**src/rtl/cpu_pkg.sv**
```systemverilog
// Shared CPU front-end definitions: default datapath widths, opcode field
// location and the opcode encodings consumed by the control unit.
package cpu_pkg;

    localparam int DEF_ADDR_W  = 32;
    localparam int DEF_INSTR_W = 32;
    localparam int OPCODE_W    = 5;

    typedef enum logic [OPCODE_W-1:0] {
        OP_ALU    = 5'b00000,
        OP_ALUI   = 5'b00001,
        OP_LOAD   = 5'b00010,
        OP_STORE  = 5'b00011,
        OP_BRANCH = 5'b00100,
        OP_JAL    = 5'b00101,
        OP_JALR   = 5'b00110,
        OP_LUI    = 5'b00111,
        OP_SYSTEM = 5'b10101
    } opcode_e;

    typedef enum logic [0:0] {
        FS_RESET_WAIT = 1'b0,
        FS_RUN        = 1'b1
    } fetch_state_e;

    // The opcode occupies the top OPCODE_W bits of the instruction word.
    function automatic int opcode_msb(input int instr_w);
        return instr_w - 1;
    endfunction

endpackage

```
**src/rtl/fetch_fifo.sv**
```systemverilog
// Small synchronous FIFO with registered storage and a combinational head.
// Clear overrides push and pop; the head reads zero while empty.
module fetch_fifo #(
    parameter  int DEPTH = 2,
    parameter  int WIDTH = 64,
    localparam int PTR_W = (DEPTH > 1) ? $clog2(DEPTH) : 1,
    localparam int CNT_W = $clog2(DEPTH) + 1
) (
    input  logic             clk,
    input  logic             rst,
    input  logic             clear,
    input  logic             push,
    input  logic [WIDTH-1:0] push_data,
    input  logic             pop,
    output logic             head_valid,
    output logic [WIDTH-1:0] head_data,
    output logic [CNT_W-1:0] count
);

    logic [WIDTH-1:0] mem_q [DEPTH];
    logic [WIDTH-1:0] mem_d [DEPTH];
    logic [PTR_W-1:0] rd_ptr_q;
    logic [PTR_W-1:0] rd_ptr_d;
    logic [PTR_W-1:0] wr_ptr_q;
    logic [PTR_W-1:0] wr_ptr_d;
    logic [CNT_W-1:0] count_q;
    logic [CNT_W-1:0] count_d;
    logic             empty_s;
    logic             full_s;
    logic             do_push_s;
    logic             do_pop_s;

    // Next-state for storage, pointers and occupancy; a full FIFO may push only alongside a pop.
    always_comb begin
        empty_s   = (count_q == {CNT_W{1'b0}});
        full_s    = (count_q == CNT_W'(DEPTH));
        do_pop_s  = pop && !empty_s;
        do_push_s = push && (!full_s || do_pop_s);
        mem_d     = mem_q;
        rd_ptr_d  = rd_ptr_q;
        wr_ptr_d  = wr_ptr_q;
        count_d   = count_q;
        if (clear) begin
            rd_ptr_d = {PTR_W{1'b0}};
            wr_ptr_d = {PTR_W{1'b0}};
            count_d  = {CNT_W{1'b0}};
        end else begin
            if (do_push_s) begin
                mem_d[wr_ptr_q] = push_data;
                wr_ptr_d        = wr_ptr_q + PTR_W'(1'b1);
            end else begin
                wr_ptr_d = wr_ptr_q;
            end
            if (do_pop_s) begin
                rd_ptr_d = rd_ptr_q + PTR_W'(1'b1);
            end else begin
                rd_ptr_d = rd_ptr_q;
            end
            count_d = count_q + CNT_W'(do_push_s) - CNT_W'(do_pop_s);
        end
    end

    // Storage and pointer registers.
    always_ff @(posedge clk or posedge rst) begin
        if (rst) begin
            for (int i = 0; i < DEPTH; i++) begin
                mem_q[i] <= {WIDTH{1'b0}};
            end
            rd_ptr_q <= {PTR_W{1'b0}};
            wr_ptr_q <= {PTR_W{1'b0}};
            count_q  <= {CNT_W{1'b0}};
        end else begin
            mem_q    <= mem_d;
            rd_ptr_q <= rd_ptr_d;
            wr_ptr_q <= wr_ptr_d;
            count_q  <= count_d;
        end
    end

    assign head_valid = !empty_s;
    assign head_data  = empty_s ? {WIDTH{1'b0}} : mem_q[rd_ptr_q];
    assign count      = count_q;

endmodule

```
**src/rtl/fetch_stage_chk.sv**
```systemverilog
// Protocol checks for the fetch stage: responses only against issued
// requests, and in-flight/drop accounting never beyond the credit limit.
module fetch_stage_chk #(
    parameter int DEPTH = 2,
    parameter int CNT_W = 2
) (
    input logic             clk,
    input logic             rst,
    input logic             rsp_valid,
    input logic [CNT_W-1:0] outstanding,
    input logic [CNT_W-1:0] drop_cnt
);

    a_rsp_needs_request: assert property (@(posedge clk) disable iff (rst)
        !(rsp_valid && (outstanding == {CNT_W{1'b0}})));

    a_outstanding_bound: assert property (@(posedge clk) disable iff (rst)
        outstanding <= CNT_W'(DEPTH));

    a_drop_bound: assert property (@(posedge clk) disable iff (rst)
        drop_cnt <= outstanding);

endmodule

```
**src/rtl/fetch_stage.sv**
```systemverilog
// Instruction fetch: PC register, credit-limited in-order memory requests,
// PC tag tracking, redirect with stale-response discard, prefetch FIFO to decode.
module fetch_stage
    import cpu_pkg::*;
#(
    parameter int               ADDR_W   = DEF_ADDR_W,
    parameter int               INSTR_W  = DEF_INSTR_W,
    parameter int               DEPTH    = 2,
    parameter logic [ADDR_W-1:0] RESET_PC = {ADDR_W{1'b0}}
) (
    input  logic                clk,
    input  logic                rst,
    output logic                imem_req,
    output logic [ADDR_W-1:0]   imem_addr,
    input  logic                imem_ready,
    input  logic                imem_rvalid,
    input  logic [INSTR_W-1:0]  imem_rdata,
    input  logic                redirect_en,
    input  logic [ADDR_W-1:0]   redirect_pc,
    input  logic                stall,
    output logic                instr_valid,
    output logic [INSTR_W-1:0]  instr,
    output logic [ADDR_W-1:0]   instr_pc,
    output logic [OPCODE_W-1:0] opcode
);

    localparam int CNT_W  = $clog2(DEPTH) + 1;
    localparam int SUM_W  = CNT_W + 1;
    localparam int OP_MSB = opcode_msb(INSTR_W);

    fetch_state_e              state_q;
    fetch_state_e              state_d;
    logic [ADDR_W-1:0]         pc_q;
    logic [ADDR_W-1:0]         pc_d;
    logic [CNT_W-1:0]          drop_q;
    logic [CNT_W-1:0]          drop_d;

    logic [CNT_W-1:0]          occ_s;
    logic [CNT_W-1:0]          out_s;
    logic [CNT_W-1:0]          out_after_s;
    logic [SUM_W-1:0]          credit_sum_s;
    logic                      req_s;
    logic                      issue_s;
    logic                      resp_s;
    logic                      discard_s;
    logic                      push_s;
    logic                      pop_s;
    logic                      tag_valid_s;
    logic [ADDR_W-1:0]         tag_s;
    logic                      head_valid_s;
    logic [ADDR_W+INSTR_W-1:0] head_s;
    logic [ADDR_W-1:0]         redirect_tgt_s;
    logic                      unused_s;

    // Request/response bookkeeping; a redirect turns this cycle's response into a discard.
    always_comb begin
        pop_s          = head_valid_s && !stall;
        credit_sum_s   = SUM_W'(occ_s) + SUM_W'(out_s) - SUM_W'(pop_s);
        issue_s        = req_s && imem_ready;
        resp_s         = imem_rvalid && tag_valid_s;
        discard_s      = resp_s && (redirect_en || (drop_q != {CNT_W{1'b0}}));
        push_s         = resp_s && !discard_s;
        out_after_s    = out_s + CNT_W'(issue_s) - CNT_W'(resp_s);
        redirect_tgt_s = {redirect_pc[ADDR_W-1:2], 2'b00};
    end

    // Two-state sequencer: one idle cycle out of reset, then credit-limited requests.
    always_comb begin
        state_d = state_q;
        req_s   = 1'b0;
        case (state_q)
            FS_RESET_WAIT: begin
                state_d = FS_RUN;
                req_s   = 1'b0;
            end
            FS_RUN: begin
                state_d = FS_RUN;
                req_s   = (credit_sum_s < SUM_W'(DEPTH));
            end
            default: begin
                state_d = FS_RESET_WAIT;
                req_s   = 1'b0;
            end
        endcase
    end

    // PC and drop counter; words still in flight at a redirect become drops.
    always_comb begin
        pc_d   = pc_q;
        drop_d = drop_q;
        if (redirect_en) begin
            pc_d   = redirect_tgt_s;
            drop_d = out_after_s;
        end else begin
            if (issue_s) begin
                pc_d = pc_q + ADDR_W'(3'd4);
            end else begin
                pc_d = pc_q;
            end
            if (resp_s && (drop_q != {CNT_W{1'b0}})) begin
                drop_d = drop_q - CNT_W'(1'b1);
            end else begin
                drop_d = drop_q;
            end
        end
    end

    // State, PC and drop registers.
    always_ff @(posedge clk or posedge rst) begin
        if (rst) begin
            state_q <= FS_RESET_WAIT;
            pc_q    <= RESET_PC;
            drop_q  <= {CNT_W{1'b0}};
        end else begin
            state_q <= state_d;
            pc_q    <= pc_d;
            drop_q  <= drop_d;
        end
    end

    fetch_fifo #(
        .DEPTH (DEPTH),
        .WIDTH (ADDR_W)
    ) u_tag_fifo (
        .clk        (clk),
        .rst        (rst),
        .clear      (1'b0),
        .push       (issue_s),
        .push_data  (pc_q),
        .pop        (resp_s),
        .head_valid (tag_valid_s),
        .head_data  (tag_s),
        .count      (out_s)
    );

    fetch_fifo #(
        .DEPTH (DEPTH),
        .WIDTH (ADDR_W + INSTR_W)
    ) u_instr_fifo (
        .clk        (clk),
        .rst        (rst),
        .clear      (redirect_en),
        .push       (push_s),
        .push_data  ({tag_s, imem_rdata}),
        .pop        (pop_s),
        .head_valid (head_valid_s),
        .head_data  (head_s),
        .count      (occ_s)
    );

    fetch_stage_chk #(
        .DEPTH (DEPTH),
        .CNT_W (CNT_W)
    ) u_chk (
        .clk         (clk),
        .rst         (rst),
        .rsp_valid   (imem_rvalid),
        .outstanding (out_s),
        .drop_cnt    (drop_q)
    );

    assign unused_s    = ^redirect_pc[1:0];
    assign imem_req    = req_s;
    assign imem_addr   = pc_q;
    assign instr_valid = head_valid_s;
    assign instr_pc    = head_s[ADDR_W+INSTR_W-1:INSTR_W];
    assign instr       = head_s[INSTR_W-1:0];
    assign opcode      = head_s[OP_MSB -: OPCODE_W];

endmodule

```
**config.mk**
```make
export PLATFORM = sky130hd
export DESIGN_NAME = fetch_stage
export DESIGN_NICKNAME = d
export VERILOG_FILES = /design/src/rtl/cpu_pkg.sv /design/src/rtl/fetch_fifo.sv /design/src/rtl/fetch_stage_chk.sv /design/src/rtl/fetch_stage.sv
export SDC_FILE = /design/constraint.sdc
export NUM_CORES = 1
export LEC_CHECK = 0
export ABC_AREA = 1
export BUFFER_PORTS_ARGS = -buffer_cell sky130_fd_sc_hd__buf_4
export CELL_PAD_IN_SITES_DETAIL_PLACEMENT = 0
export CELL_PAD_IN_SITES_GLOBAL_PLACEMENT = 1
export CORE_MARGIN = 5
export CORE_UTILIZATION = 43
export CTS_BUF_LIST = sky130_fd_sc_hd__clkbuf_8
export DETAILED_ROUTE_END_ITERATION = 8
export GPL_ROUTABILITY_DRIVEN = 0
export GPL_TIMING_DRIVEN = 0
export PLACE_DENSITY = 0.82
export SLEW_MARGIN = 40
export SYNTH_ARGS = -nofsm -noshare
export SYNTH_HDL_FRONTEND = slang
export SYNTH_SLANG_ARGS = --single-unit
```
**constraint.sdc**
```tcl
create_clock -name clk -period 8.96 [get_ports clk]
set_input_delay 0.896 -clock clk [delete_from_list [all_inputs] [get_ports clk]]
set_output_delay 0.896 -clock clk [all_outputs]
set_load 0.05 [all_outputs]
```
# == Word-level counts from Yosys, hierarchy flattened ==
# Cells that the tools add are included.
# word_totals
wordCells,95
output_inout_bits,103
reg_bits,235
input_bits,70
# classes
reduce_logical,29
bitwise,6
mux,24
magnitude_cmp,7
eq_ne,2
add_sub_neg,14
# op_table
cell,count
$mux W64,5
$mux W32,7
$bwmux W128,1
$bwmux W64,1
$demux W64 S1,1
$add A32 B3 Y32 const B,1
$demux W32 S1,1
$logic_and A1 B1 Y1,12
$reduce_bool A2 Y1,5
$ge A2 B2 Y1 const B,4
$not A1 Y2,4
$add A2 B1 Y2,3
$logic_not A1 Y1,6
$mux W2,3
$sub A2 B1 Y2,3
$add A1 B1 Y1 const B,4
$eq A2 B2 Y1 const B,2
$logic_not A2 Y1,2
$lt A2 B1 Y1 const B,2
$mux W1,4
$add A2 B2 Y3,1
$logic_or A1 B1 Y1,3
$lt A3 B2 Y1 const B,1
$sub A3 B1 Y3,1
4 further kinds,5

# == Longest topological paths before layout ==
# logic_depth
depth_word,10
depth_mapped,14
ltp_nobuf,14

# == By module ==
# From an unflattened synthesis, not the netlist that was laid out.
# hier_totals
cells_unflattened,1667
hier_area_um2,12472.0
# by_module_without_submodules
module,n_inst,cells_each,area_each_um2
fetch_fifo at u_instr_fifo,1,819,6443.7
fetch_fifo at u_tag_fifo,1,426,3342.0
fetch_stage,1,422,2686.3

# == Worst setup path before layout ==
# No wires, ideal clock.
# synth_timing
kind,input port to output port
from,in stall
to,out imem_req
cell_stages,9
t_arrival_ns,2.400
setup_slack_ns,5.664
path_buffers,0
cell_sequence,nor2_1 > ha_1 > inv_1 > nand2_1 > fa_1 > nand2_1 > inv_1 > nand3_1 > inv_1
# synth_between
elab_chain_cells,5
# synth_lines
element,line,rtl
from (decl),fetch_stage.sv:20,"input logic stall,"
$logic_not A1 Y1,fetch_stage.sv:57,pop_s = head_valid_s && !stall;
$logic_and A1 B1 Y1,fetch_stage.sv:57,
$sub A3 B1 Y3,fetch_stage.sv:58,credit_sum_s = SUM_W'(occ_s) + SUM_W'(out_s) - SUM_W'(pop_s);
$lt A3 B2 Y1,fetch_stage.sv:78,req_s = (credit_sum_s < SUM_W'(DEPTH));
$pmux W1 S2,fetch_stage.sv:71,case (state_q)
to (decl),fetch_stage.sv:13,"output logic imem_req,"
# Every way passes these cells.

# == Worst setup path after layout ==
# layout_timing
from,reg u_instr_fifo.count_q[1] (netlist: u_instr_fifo.count[1])
to,out opcode[2]
# layout_between
elab_chain_cells,2
# layout_lines
element,line,rtl
from (decl),fetch_fifo.sv:26,logic [CNT_W-1:0] count_q;
from (signal assigned),fetch_fifo.sv:71,count_q <= {CNT_W{1'b0}};
from (signal assigned),fetch_fifo.sv:76,count_q <= count_d;
$logic_not A2 Y1,fetch_fifo.sv:35,empty_s = (count_q == {CNT_W{1'b0}});
$mux W64,fetch_fifo.sv:81,assign head_data = empty_s ? {WIDTH{1'b0}} : mem_q[rd_ptr_q];
to (decl),fetch_stage.sv:24,output logic [OPCODE_W-1:0] opcode
# Every way passes these cells.

==> key figures <==
Logic synthesis
  • Ys flop type: dfrtp_1
  • Syn Inst Count: 1,399
  • Sequential area share after synthesis: 52.4%
  • Syn. warnings: 0
  • Post-synth EDFFs: 0
  • Share of flip-flops with an asynchronous set or reset: 100%
  • Mapped Area: 10,800 um2
  • Synth cell types: 30
  • Mean post-synth cell area: 7.75 um2
  • Synthesized flop and latch total: 227

Layout
  • Fin area: 13,300 um2
  • Area of the multi-input gates: 4330 um2
  • Antenna diodes: 0
  • Total Nets Final: 1,693
  • # fillers: 2,534
  • Storage cell area: 5680 um2
  • Share of cells above drive strength 1: 15.7%
  • Layout area overhead: 22.5%

Pwr
  • Peak supply drop: 0.000141 V
  • LEAKAGE: 6.56 nW
  • Final Power: 4.51 mW
  • Cell Pwr Density: 339 nW/um2

Timing
  • Fin crit share: 38.7%
  • Hold Slack: 337 ps
  • Setup TNS: 0 ps
  • Least-Margin Pin Slew: 731 ps
  • Maximum clock frequency: 0.288 GHz
  • Rel. slew slack: 50.7%
  • Clock Skews: 10.5 ps
  • Worst setup margin: 5490 ps
  • Final Max Slew Viols: 0
  • Final min period: 3470 ps
  • RSZ-0062 raised after global routing: no
  • Final setup vio count: 0
  • Final Hold Viols: 0

Drt
  • Met2 Wirelength: 14,500 um
  • Final WL: 30,900 um
  • Drt initial violations: 683
  • Wl on met1: 13,900 um
  • Top Metal Used: met4
  • DR WL/cell: 15.7 um
  • First-pass DRT Iterations: 6
  • Detailed-route DRC error count: 0
  • Met3 WL post-DR: 1710 um
  • Vias per inst: 4.97
  • Via count: 9,737
  • Routed Antenna Nets: 0

Floorplanning
  • Die ar.: 28,500 um2
  • Starting Density: 43.3%
  • Ports: 173
  • Std cell rows: 58
  • Die height: 169 um
  • Area of the core: 25,000 um2
  • Die X-Extent: 169 um

Placed design
  • Placed inst area: 12,600 um2
  • HPWL after DPL: 22,600 um
  • Port bufs: 167
  • Post-place setup slack: 5050 ps

Setup path
  • CP Cell Sequence: nor2_1 > clkbuf_1 > buf_1 > a21oi_1 > buf_4 > buf_4
  • CP Class: reg2out
  • Crit path capture type: primary output
  • Data required, critical path: 8060 ps
  • CP startpoint kind: flip-flop
  • Slowest stage delay, CP: 490 ps
  • Worst Path Max Fanout: 10
  • Crit path arrival time: 2580 ps
  • CP max stage cell: buf_1
  • Cell mode on critical path: buf_4

CTS
  • Cts hold-fix bufs: 0
  • H-tree Lvls: 2
  • Clock transition at the registers of the reported paths: 60 ps
  • Setup bufs post-CTS: 0
  • Post-CTS sizing: 0
  • TritonCTS Sinks: 227
  • Worst skew pair latency: 530 ps
  • Cts bufs inserted: 41
  • CTS max path bufs: 3
  • TritonCTS clock tree: done
  • CTS root buffer: clkbuf_8

Global route
  • Largest net degree at the start of global routing: 72
  • Overall overflow remaining after global route: 0
  • Initial antenna violation count: 0
  • GRT Total Usage: 21.9%
  • Vias in the first global route: 9,717
  • First-pass GRT wire length: 50,500 um

Min path
  • Hold Path Class: in2async

Job
  • Max-Cap Viols: 0

Run status
  • Status: finished clean
## worst paths after layout
kind,depth (start not counted),start,end,slack (ps)
setup / recovery,6,u_instr_fifo.count[1]$_DFF_PP0_,opcode[2],5490
hold / removal,2,rst,state_q$_DFF_PP0_,340
setup reg to reg,14,u_instr_fifo.count[1]$_DFF_PP0_,imem_addr[20]$_DFFE_PP0P_,5660
hold reg to reg,2,u_instr_fifo.mem_q[97]$_DFFE_PP0P_,u_instr_fifo.mem_q[97]$_DFFE_PP0P_,470
max in group asynchronous,4,rst,u_instr_fifo.mem_q[115]$_DFFE_PP0P_,7700
min in group clk,2,u_instr_fifo.mem_q[97]$_DFFE_PP0P_,u_instr_fifo.mem_q[97]$_DFFE_PP0P_,470
## power by group
part | switching (mW) | internal, mW | total, mW
sequential | 0.237 | 1.39 | 1.62
clock | 0.392 | 0.457 | 0.850
combinational | 1.42 | 0.608 | 2.03
total | 2.05 | 2.45 | 4.51
## through the flow
step / util (%) / cells
finish: 53.1 / 1959
global route: 53.1 / 1959
CTS: 53.1 / 1959
detailed placement: 50.3 / 1900
global placement: 50.0 / 1897
floorplan: - / 1400
## cells in the mapped netlist (all sizes together) (2+ instances only)
master	number	area share, %
clkbuf	50	1.7
nand3	58	2.7
xnor2	3	0.24
xor2	5	0.40
o21ai	244	11
o211ai	2	0.14
a21oi	67	3.1
or2	2	0.12
nand4	2	0.12
ha	9	1.0
conb	2	0.069
nor2	112	4.1
buf	34	2.1
nand2	468	16
dfrtp	227	52
inv	110	3.8
## placed cells by master (no fill, tap or decap), drive strengths merged, types with 3 or more instances in the layout
cell and count:
nand2 468, o21ai 244, buf 204, nor2 112, clkbuf 96, dfrtp 227
a21oi 67, inv 122, ha 9, nand3 58, conb 3, xor2 5
xnor2 3
## state kept, by name, summed over array words and instances, names as in the netlist
| register | flops |
|---|---|
| state_q | 1 |
| u_instr_fifo.mem_q | 126 |
| imem_addr | 30 |
| u_instr_fifo.wr_ptr_q | 1 |
| u_instr_fifo.count | 2 |
| u_tag_fifo.wr_ptr_q | 1 |
| u_instr_fifo.rd_ptr_q | 1 |
| u_tag_fifo.mem_q | 60 |
| u_tag_fifo.rd_ptr_q | 1 |
| u_tag_fifo.count | 2 |
| drop_q | 2 |
## layer usage
| layer | vias up | global-route usage (%) |
|---|---|---|
| li1 | 4869 | - |
| met1 | 4561 | 30.1 |
| met2 | 252 | 35.6 |
| met3 | 55 | 3.95 |
| met4 | 0 | 6.39 |
| met5 | - | 0 |
## cell families after synthesis
group | share of synthesized area, %
buffers and inverters | 7.66
AO/OA/AOI/OAI | 14.6
adder cells (fa/ha/maj) | 1.22
flip-flops | 52.4
other | 0.0693
XOR/XNOR | 0.646
AND/OR/NAND/NOR | 23.4
## critical path, delay by kind of cell (launching register included)
family / cells / cell delay (ps)
compound gates: 1 / 170
buf+inv: 4 / 1310
flops: 1 / 410
simple gates: 1 / 150
## final cells by class
cell class                      instances  area share (%)
Buffer                                 84            3.11
Inverter                              111            3.20
Multi-Input combinational cell        978            32.6
Clock buffer                           46            4.77
Tap cell                              330            3.11
Clock inverter                         13           0.377
Sequential cell                       227            42.8
Timing Repair Buffer                  170            10.1
(Power assumes the default switching activity.)
